[config.mk]
export PLATFORM = sky130hd
export DESIGN_NAME = pipelined_addsub
export DESIGN_NICKNAME = d
export VERILOG_FILES = /design/src/rtl/pipelined_addsub.sv
export SDC_FILE = /design/constraint.sdc
export NUM_CORES = 1
export LEC_CHECK = 0
export ABC_CLOCK_PERIOD_IN_PS = 2970
export CAP_MARGIN = 30
export CORE_MARGIN = 2
export CORE_UTILIZATION = 45
export DETAILED_ROUTE_END_ITERATION = 12
export GPL_TIMING_DRIVEN = 0
export HOLD_SLACK_MARGIN = 0.05
export PLACE_DENSITY = 0.76
export SETUP_SLACK_MARGIN = 0.5
export SKIP_CTS_REPAIR_TIMING = 1
export SLEW_MARGIN = 20
export SYNTH_ARGS = -nofsm -noshare
export SYNTH_HDL_FRONTEND = slang
export SYNTH_SLANG_ARGS = --single-unit
[constraint.sdc]
create_clock -name clk -period 2.97 [get_ports clk]
set_input_delay 0.297 -clock clk [delete_from_list [all_inputs] [get_ports clk]]
set_output_delay 0.297 -clock clk [all_outputs]
set_load 0.05 [all_outputs]
[src/rtl/pipelined_addsub.sv]
// Pipelined two's-complement adder/subtractor: one SEG-bit CLA segment per stage, registered outputs.
// Define ADDSUB_SAT_EN to saturate SUM on signed overflow (default build wraps).
module pipelined_addsub #(
    parameter int WIDTH = 16,
    parameter int SEG   = 4
) (
    input  logic             clk,
    input  logic             rst_n,
    input  logic             in_valid,
    output logic             in_ready,
    input  logic [WIDTH-1:0] X,
    input  logic [WIDTH-1:0] Y,
    input  logic [1:0]       op_mode,
    input  logic             cin,
    output logic             out_valid,
    input  logic             out_ready,
    output logic [WIDTH-1:0] SUM,
    output logic             C_out,
    output logic             Overflow,
    output logic             Zero,
    output logic             Negative
);

    localparam int NST  = WIDTH / SEG;
    // Remaining conditioned-Y bits of every stage packed into one triangular vector.
    localparam int YTOT = NST * WIDTH - SEG * ((NST * (NST - 1)) / 2);

    logic             en;
    logic [WIDTH-1:0] acc_s [0:NST];
    logic             c_s   [0:NST];
    logic             v_s   [0:NST];
    logic [YTOT-1:0]  y_s;
    logic             cmsb_s;

    assign en       = !out_valid || out_ready;
    assign in_ready = en;

    assign acc_s[0]        = X;
    assign y_s[WIDTH-1:0]  = Y ^ {WIDTH{op_mode[0]}};
    assign c_s[0]          = op_mode[1] ? (cin ^ op_mode[0]) : op_mode[0];
    assign v_s[0]          = in_valid;

    function automatic logic [SEG:0] cla_seg(input logic [SEG-1:0] a,
                                             input logic [SEG-1:0] b,
                                             input logic           ci);
        logic [SEG-1:0] g;
        logic [SEG-1:0] p;
        logic [SEG:0]   c;
        g    = a & b;
        p    = a ^ b;
        c    = '0;
        c[0] = ci;
        for (int unsigned i = 0; i < SEG; i++) begin
            c[i+1] = g[i] | (p[i] & c[i]);
        end
        return {c[SEG], p ^ c[SEG-1:0]};
    endfunction

    for (genvar k = 0; k < NST; k++) begin : g_st
        localparam int LO = k * SEG;
        localparam int YO = k * WIDTH - SEG * ((k * (k - 1)) / 2);
        localparam int YW = WIDTH - LO;

        logic [SEG-1:0]   seg_a;
        logic [SEG-1:0]   seg_b;
        logic [SEG-1:0]   seg_sum;
        logic             seg_co;
        logic [WIDTH-1:0] acc_nx;
        logic [WIDTH-1:0] acc_q;
        logic             c_q;
        logic             v_q;

        assign seg_a = acc_s[k][LO +: SEG];
        assign seg_b = y_s[YO +: SEG];
        assign {seg_co, seg_sum} = cla_seg(seg_a, seg_b, c_s[k]);

        // Low bits carry finished sum, high bits still hold unprocessed X.
        always_comb begin
            acc_nx             = acc_s[k];
            acc_nx[LO +: SEG]  = seg_sum;
        end

        always_ff @(posedge clk or negedge rst_n) begin
            if (!rst_n) begin
                v_q   <= 1'b0;
                c_q   <= 1'b0;
                acc_q <= '0;
            end else if (en) begin
                v_q   <= v_s[k];
                c_q   <= seg_co;
                acc_q <= acc_nx;
            end
        end

        assign acc_s[k+1] = acc_q;
        assign c_s[k+1]   = c_q;
        assign v_s[k+1]   = v_q;

        if (k < NST - 1) begin : g_yrem
            logic [YW-SEG-1:0] yrem_q;
            always_ff @(posedge clk or negedge rst_n) begin
                if (!rst_n) begin
                    yrem_q <= '0;
                end else if (en) begin
                    yrem_q <= y_s[YO+SEG +: YW-SEG];
                end
            end
            assign y_s[YO+YW +: YW-SEG] = yrem_q;
        end else begin : g_msb
            logic cmsb_q;
            always_ff @(posedge clk or negedge rst_n) begin
                if (!rst_n) begin
                    cmsb_q <= 1'b0;
                end else if (en) begin
                    cmsb_q <= seg_a[SEG-1] ^ seg_b[SEG-1] ^ seg_sum[SEG-1];
                end
            end
            assign cmsb_s = cmsb_q;
        end
    end

    logic             ovf;
    logic [WIDTH-1:0] res;

    assign ovf = cmsb_s ^ c_s[NST];

    always_comb begin
        res = acc_s[NST];
`ifdef ADDSUB_SAT_EN
        // Wrapped MSB is the inverse of the true sign on overflow.
        if (ovf) begin
            res = acc_s[NST][WIDTH-1] ? {1'b0, {(WIDTH-1){1'b1}}}
                                      : {1'b1, {(WIDTH-1){1'b0}}};
        end
`endif
    end

    always_ff @(posedge clk or negedge rst_n) begin
        if (!rst_n) begin
            out_valid <= 1'b0;
            SUM       <= '0;
            C_out     <= 1'b0;
            Overflow  <= 1'b0;
            Zero      <= 1'b0;
            Negative  <= 1'b0;
        end else if (en) begin
            out_valid <= v_s[NST];
            if (v_s[NST]) begin
                SUM      <= res;
                C_out    <= c_s[NST];
                Overflow <= ovf;
                Zero     <= (res == '0);
                Negative <= res[WIDTH-1];
            end
        end
    end

endmodule

==> flow_summary.json, run 1 <==
{
  "maxSlewHeadroom_pct": 60.87,
  "syn-cell-area_mm2": 0.005006,
  "synth_fp_nets": 415,
  "clockBufferDepth": 2,
  "multi_input_area_mm2": 0.001836,
  "cts_root_buffer": "clkbuf_8",
  "post-route-util_pct": 59.49,
  "final_cell_count_no_fill": 593,
  "r2r-start": "g_st[2].c_q",
  "grt_pass1_vias": 3032,
  "rsz0062_at_grt": "false",
  "wl_per_cell_um": 16.28,
  "synth_cell_types": 24,
  "die_y_um": 109.5,
  "yosys_warnings": 0,
  "initial_core_util_pct": 46.18,
  "fmax_mhz": 418.3,
  "max_cap_violations": 0,
  "drt_iter0_drc": 185,
  "cts.sinks": 117,
  "setup_viol": 0,
  "gp_congestion": 0.7802,
  "n_antenna_cell": 0,
  "crit_path_start": "g_st[2].c_q",
  "syn_area_per_cell_um2": 13.94,
  "antenna_left": 0,
  "synthCells": 359,
  "drc": 0,
  "synth_area_leader_cell": "dfrtp_1",
  "io_buffer_count": 59,
  "core.rowCount": 38,
  "seqCellArea_mm2": 0.002928,
  "ir_drop_mv": 0.8164,
  "cts_inserted_buffers": 17,
  "antenna_found_initial": 0,
  "path_class": "flop to flop",
  "drive_gt1_share_pct": 31.57,
  "power_density_mw_per_mm2": 1198,
  "dieArea_mm2": 0.01198,
  "hold-worst-slack_ns": 0.1866,
  "final-max-slew-violation-count": 0,
  "synth-seq-area-share_pct": 58.49,
  "tightest_slew_ns": 0.5869,
  "power_w": 0.007727,
  "end_kind": "flop",
  "synth.area.top_cells": "dfrtp_1 58%, mux2_2 16%, fa_1 6.4%, mux2_4 2.7%, a21oi_1 2.3%",
  "vias_per_cell": 4.931,
  "grt_overflow": 0,
  "fill_cells": 877,
  "vias": 2924,
  "cp.required_ns": 3.41,
  "fin_crit_ns": 2.391,
  "hold_viol_final": 0,
  "path_max_fanout": 2,
  "grt_first_pass_wirelength_um": 15720,
  "worstHoldStart": "op_mode[0]",
  "clk_latency_ns": 0.52,
  "coreArea_mm2": 0.01084,
  "ys_ff_latch": 117,
  "clk_pin_slew_worst_paths_ns": 0.06,
  "layout_common_cells": "117 x dfrtp_1, 70 x mux2_2, 57 x clkdlybuf4s50_1, 23 x nor2_1, 23 x a21oi_1",
  "htreeDepth": 4,
  "drt-pass1-iter-count": 4,
  "min_path_type": "primary input to flop",
  "track_usage_pct": 17.97,
  "synth_top_area_share_pct": 58.49,
  "start_kind": "flop",
  "layout_commonest_cell": "dfrtp_1",
  "worstPathArrival_ns": 2.83,
  "die_w_um": 109.5,
  "cts_tree": "done",
  "fin_nets": 496,
  "outcome": "complete, no violations",
  "min_period_over_period_pct": 80.50,
  "grt_max_degree": 64,
  "finalWirelength_um": 9656,
  "hpwlAfterDp_um": 6635,
  "syn_to_final_growth_pct": 28.82,
  "clock_skew_ns": 0.005660,
  "leakage_nw": 2.799,
  "dp.cells": 559,
  "ios": 61
}
critical path, stage by stage (launching register included):
cell and delay [ns]:
dfrtp_1 0.39, inv_2 0.07, fa_2 0.20, inv_1 0.07, fa_2 0.35, fa_2 0.40
inv_2 0.06, fa_1 0.44, xor2_1 0.18, a21oi_1 0.15
power breakdown:
group | switching [W] | internal [W] | total (W) | leakage (nW)
registers | 0.000465 | 0.00234 | 0.00281 | 1.35
logic | 0.00147 | 0.00139 | 0.00286 | 1.16
clock network | 0.000716 | 0.00134 | 0.00206 | 0.289
total | 0.00265 | 0.00508 | 0.00773 | 2.80
path summary, 6_finish.rpt:
kind                            depth (start not counted)  slack (ns)                       end
max in group asynchronous                               3        2.01               g_st[1].c_q
min in group asynchronous                               2        0.30          g_st[3].acc_q[4]
worst min-delay path                                    3        0.19  g_st[0].g_yrem.yrem_q[1]
worst min register to register                          2        0.49         g_st[2].acc_q[15]
worst max register to register                          9        0.58                    cmsb_s
worst max-delay path                                    9        0.58                    cmsb_s
cells in the mapped netlist:
cell type and count:
nand2b_4 1, a21oi_1 23, mux2_4 9, nand4_1 1, buf_12 1, buf_8 1
buf_4 6, nand2_8 1, o21ai_0 13, buf_6 4, nand2b_1 1, nand2_1 14
fa_1 16, buf_2 5, clkbuf_1 2, ha_1 1, nor4_1 4, nor2_1 23
mux2_2 70, dfrtp_1 117, inv_1 26, mux2i_1 1, xor2_1 6, xnor2_1 13
per-layer routing:
| layer | global-route usage (%) | vias to the layer above | part of all wire, % |
|---|---|---|---|
| li1 | - | 1354 | - |
| met1 | 22.43 | 1493 | 42 |
| met2 | 29.67 | 64 | 52 |
| met3 | 5.513 | 13 | 4.4 |
| met4 | 6.329 | 0 | 1.4 |
| met5 | 0 | - | 0 |
cells by family after synthesis:
kind of cell | after synthesis | share of synthesized area, %
flops | 117 | 58.49
fa+ha+maj | 17 | 6.648
xor+xnor | 19 | 3.324
compound gates | 36 | 3.599
simple gates | 45 | 4.199
mux | 80 | 18.65
buf+inv | 45 | 5.098
area by class of cell:
cell class / count / area share [%]
flip-flops and latches: 117 / 45.40
multi-input cells: 197 / 28.46
repair buffers: 62 / 9.915
clock buffers: 20 / 7.062
well taps: 140 / 2.716
plain buffers: 19 / 2.561
clock inverters: 12 / 2.367
inverters: 26 / 1.513
sequential cells by signal, summed over array words and instances (netlist names):
register	flops
cmsb_s	1
Zero	1
Overflow	1
SUM	16
g_st.c_q	4
g_st.v_q	4
g_st.g_yrem.yrem_q	24
C_out	1
g_st.acc_q	64
out_valid	1
metrics by stage:
step                TNS (ns)  cell area, µm²  setup slack (ns)
finish                     0            6449            0.5793
global route               0            6449            0.4790
floorplan                  0            5019            0.3394
global placement     -310.01            5784            -2.655
CTS                        0            6421            0.2137
detailed placement         0            5813           0.03008
(Power assumes the default switching activity.)
==> inputs of run 2 (changes only) <==
Settings changed: ABC_CLOCK_PERIOD_IN_PS 2970 to 2120, PLACE_DENSITY 0.76 to 0.78.
Clock period 2.97 ns to 2.12 ns, I/O delays scaled along.
==> run 2 against run 1 <==
Compared with the run above: the run now ends with setup timing left; count of clock-buffer cells in the layout increased by 4; total power grew 40%; flip-flop and latch count unchanged; clock skew down 0.0019 ns; sequential power up 41%; via count rose by 2.9%; final area rose by 2.9%; critical path depth stayed put; hold slack got worse by 0.095 ns; utilization increased by 1.7 points; critical path type unchanged; largest power group unchanged.
==> flow_summary.json, run 2 (synthesis gave the netlist of run 1 again) <==
{
  "outcome": "complete, but fails checks",
  "violations": "setup timing",
  "hold_viol_final": 0,
  "vias": 3009,
  "cp.required_ns": 2.51,
  "cts_root_buffer": "clkbuf_8",
  "rsz0062_at_grt": "true",
  "fin_nets": 510,
  "drt-pass1-iter-count": 4,
  "die_w_um": 109.5,
  "start_kind": "flop",
  "track_usage_pct": 18.19,
  "end_kind": "flop",
  "hpwlAfterDp_um": 6546,
  "crit_path_start": "g_st[2].c_q",
  "path_class": "flop to flop",
  "cp-endpoint": "cmsb_s",
  "maxSlewHeadroom_pct": 61.81,
  "cts_tree": "done",
  "vias_per_cell": 4.982,
  "drc": 0,
  "ir_drop_mv": 0.8012,
  "clock_skew_ns": 0.003786,
  "grt_overflow": 0,
  "die_y_um": 109.5,
  "n_antenna_cell": 0,
  "grt_first_pass_wirelength_um": 15950,
  "critPathTopFamily": "adder cells",
  "io_buffer_count": 59,
  "clk_pin_slew_worst_paths_ns": 0.05,
  "critPathMostFrequentCell": "fa_2",
  "core.rowCount": 38,
  "syn_to_final_growth_pct": 32.52,
  "crit_chain": "inv_2 > fa_2 > inv_2 > fa_2 > fa_2 > inv_2 > fa_2 > xor2_1 > a21oi_1",
  "pre_cts_ws_ns": -0.6631,
  "htreeDepth": 4,
  "power_w": 0.01081,
  "final-max-slew-violation-count": 0,
  "leakage_nw": 3.082,
  "max_cap_violations": 0,
  "initial_core_util_pct": 46.18,
  "grt_pass1_vias": 3118,
  "antenna_found_initial": 0,
  "reg2reg_depth": 9,
  "antenna_left": 0,
  "layout_setup_ws_ns": -0.1942,
  "drive_gt1_share_pct": 39.44,
  "largestRegisters": "g_st.acc_q: 64 flops, g_st.g_yrem.yrem_q: 24 flops, SUM: 16 flops",
  "finalWirelength_um": 9997,
  "worstHoldStart": "op_mode[0]",
  "path_depth": 9,
  "clockBufferDepth": 2,
  "drt_iter0_drc": 143,
  "min_period_over_period_pct": 109.2,
  "dieArea_mm2": 0.01198,
  "gp_congestion": 0.8042,
  "power_density_mw_per_mm2": 1629,
  "wl_per_cell_um": 16.55,
  "largest_reg_flops": 64,
  "cp_slowest_cell": "fa_2",
  "hold_depth": 4,
  "fmax_mhz": 432.1,
  "path_max_fanout": 2,
  "layout_common_cells": "117 x dfrtp_1, 63 x mux2_2, 32 x clkdlybuf4s50_1, 24 x dlymetal6s2s_1, 23 x nor2_1",
  "layout_commonest_cell": "dfrtp_1",
  "ios": 61,
  "worstPathArrival_ns": 2.70,
  "tightest_slew_ns": 0.5729,
  "r2r-start": "g_st[2].c_q",
  "clk_latency_ns": 0.51,
  "fin_crit_ns": 2.314,
  "crit_buf_inv": 3,
  "grt_max_degree": 66,
  "cts.sinks": 117,
  "setup_viol": 3,
  "cts_inserted_buffers": 17,
  "min_path_type": "primary input to flop",
  "largest_register": "g_st.acc_q",
  "max_stage_delay_ns": 0.44,
  "coreArea_mm2": 0.01084,
  "r2r_setup_slack_ns": -0.19,
  "r2r-end": "cmsb_s"
}
[run 2: cell count changes in the layout (fill, tap and decap cells not counted), moves of 4 or more]
| cell | change |
|---|---|
| inv_2 | +11 |
| mux2_2 | -7 |
| buf_4 | +12 |
| dlymetal6s2s_1 | +23 |
| mux2_4 | +7 |
| clkdlybuf4s50_1 | -25 |
| inv_1 | -11 |
| a21oi_1 | -6 |
| fa_1 | -10 |
| fa_2 | +10 |
| clkinvlp_4 | -4 |
| a21oi_2 | +6 |
[run 2: where the power goes]
group / switching (W) / internal [W] / leakage (nW) / total, W
combinational: 0.00218 / 0.00220 / 1.47 / 0.00438
sequential: 0.000687 / 0.00328 / 1.35 / 0.00397
clock: 0.000896 / 0.00156 / 0.262 / 0.00245
total: 0.00376 / 0.00704 / 3.08 / 0.0108
[run 2: worst register-to-register path, stage by stage, from the launching register on]
cell	delay, ns
dfrtp_1	0.40
inv_2	0.09
fa_2	0.20
inv_2	0.05
fa_2	0.33
fa_2	0.36
inv_2	0.07
fa_2	0.44
xor2_1	0.16
a21oi_1	0.08
[run 2: metrics by stage]
| stage | setup TNS [ns] | std cells | util (%) | instance area (µm²) | hold WS [ns] |
|---|---|---|---|---|---|
| 2_1_floorplan | -0.3480 | 359 | - | 5087 | -0.08359 |
| 3_3_place_gp | -396.52 | 558 | 53.99 | 5853 | 0.4626 |
| 3_5_place_dp | -1.547 | 559 | 54.26 | 5882 | 0.2014 |
| 4_1_cts | -0.9165 | 588 | 59.01 | 6397 | -0.3393 |
| 5_1_grt | -0.6147 | 604 | 61.20 | 6634 | 0.09900 |
| 6_report | -0.3846 | 604 | 61.20 | 6634 | 0.09198 |
[run 2: cell type report]
type | count | area (µm²)
sequential | 117 | 2928
inverter | 26 | 97.59
clock buffer | 24 | 490.5
tap | 140 | 175.2
fill | 815 | 4207
buffer | 19 | 182.7
multi-input combinational | 197 | 1938
clock inverter | 5 | 25.02
timing repair buffer | 76 | 797.0
[run 2: how the worst min path moves through the flow]
stage                                     to
floorplan                              C_out
global placement    g_st[1].g_yrem.yrem_q[0]
detailed placement          g_st[0].acc_q[6]
CTS                 g_st[0].g_yrem.yrem_q[8]
global route        g_st[0].g_yrem.yrem_q[1]
finish              g_st[0].g_yrem.yrem_q[4]
[run 2: metal layers]
metal / routed length, µm / GRT usage [%] / up-vias
met2: 5067 / 29.67 / 74
met4: 294 / 8.499 / 0
met1: 4270 / 22.75 / 1516
li1: - / - / 1394
met5: 0 / 0 / -
met3: 365 / 4.683 / 25
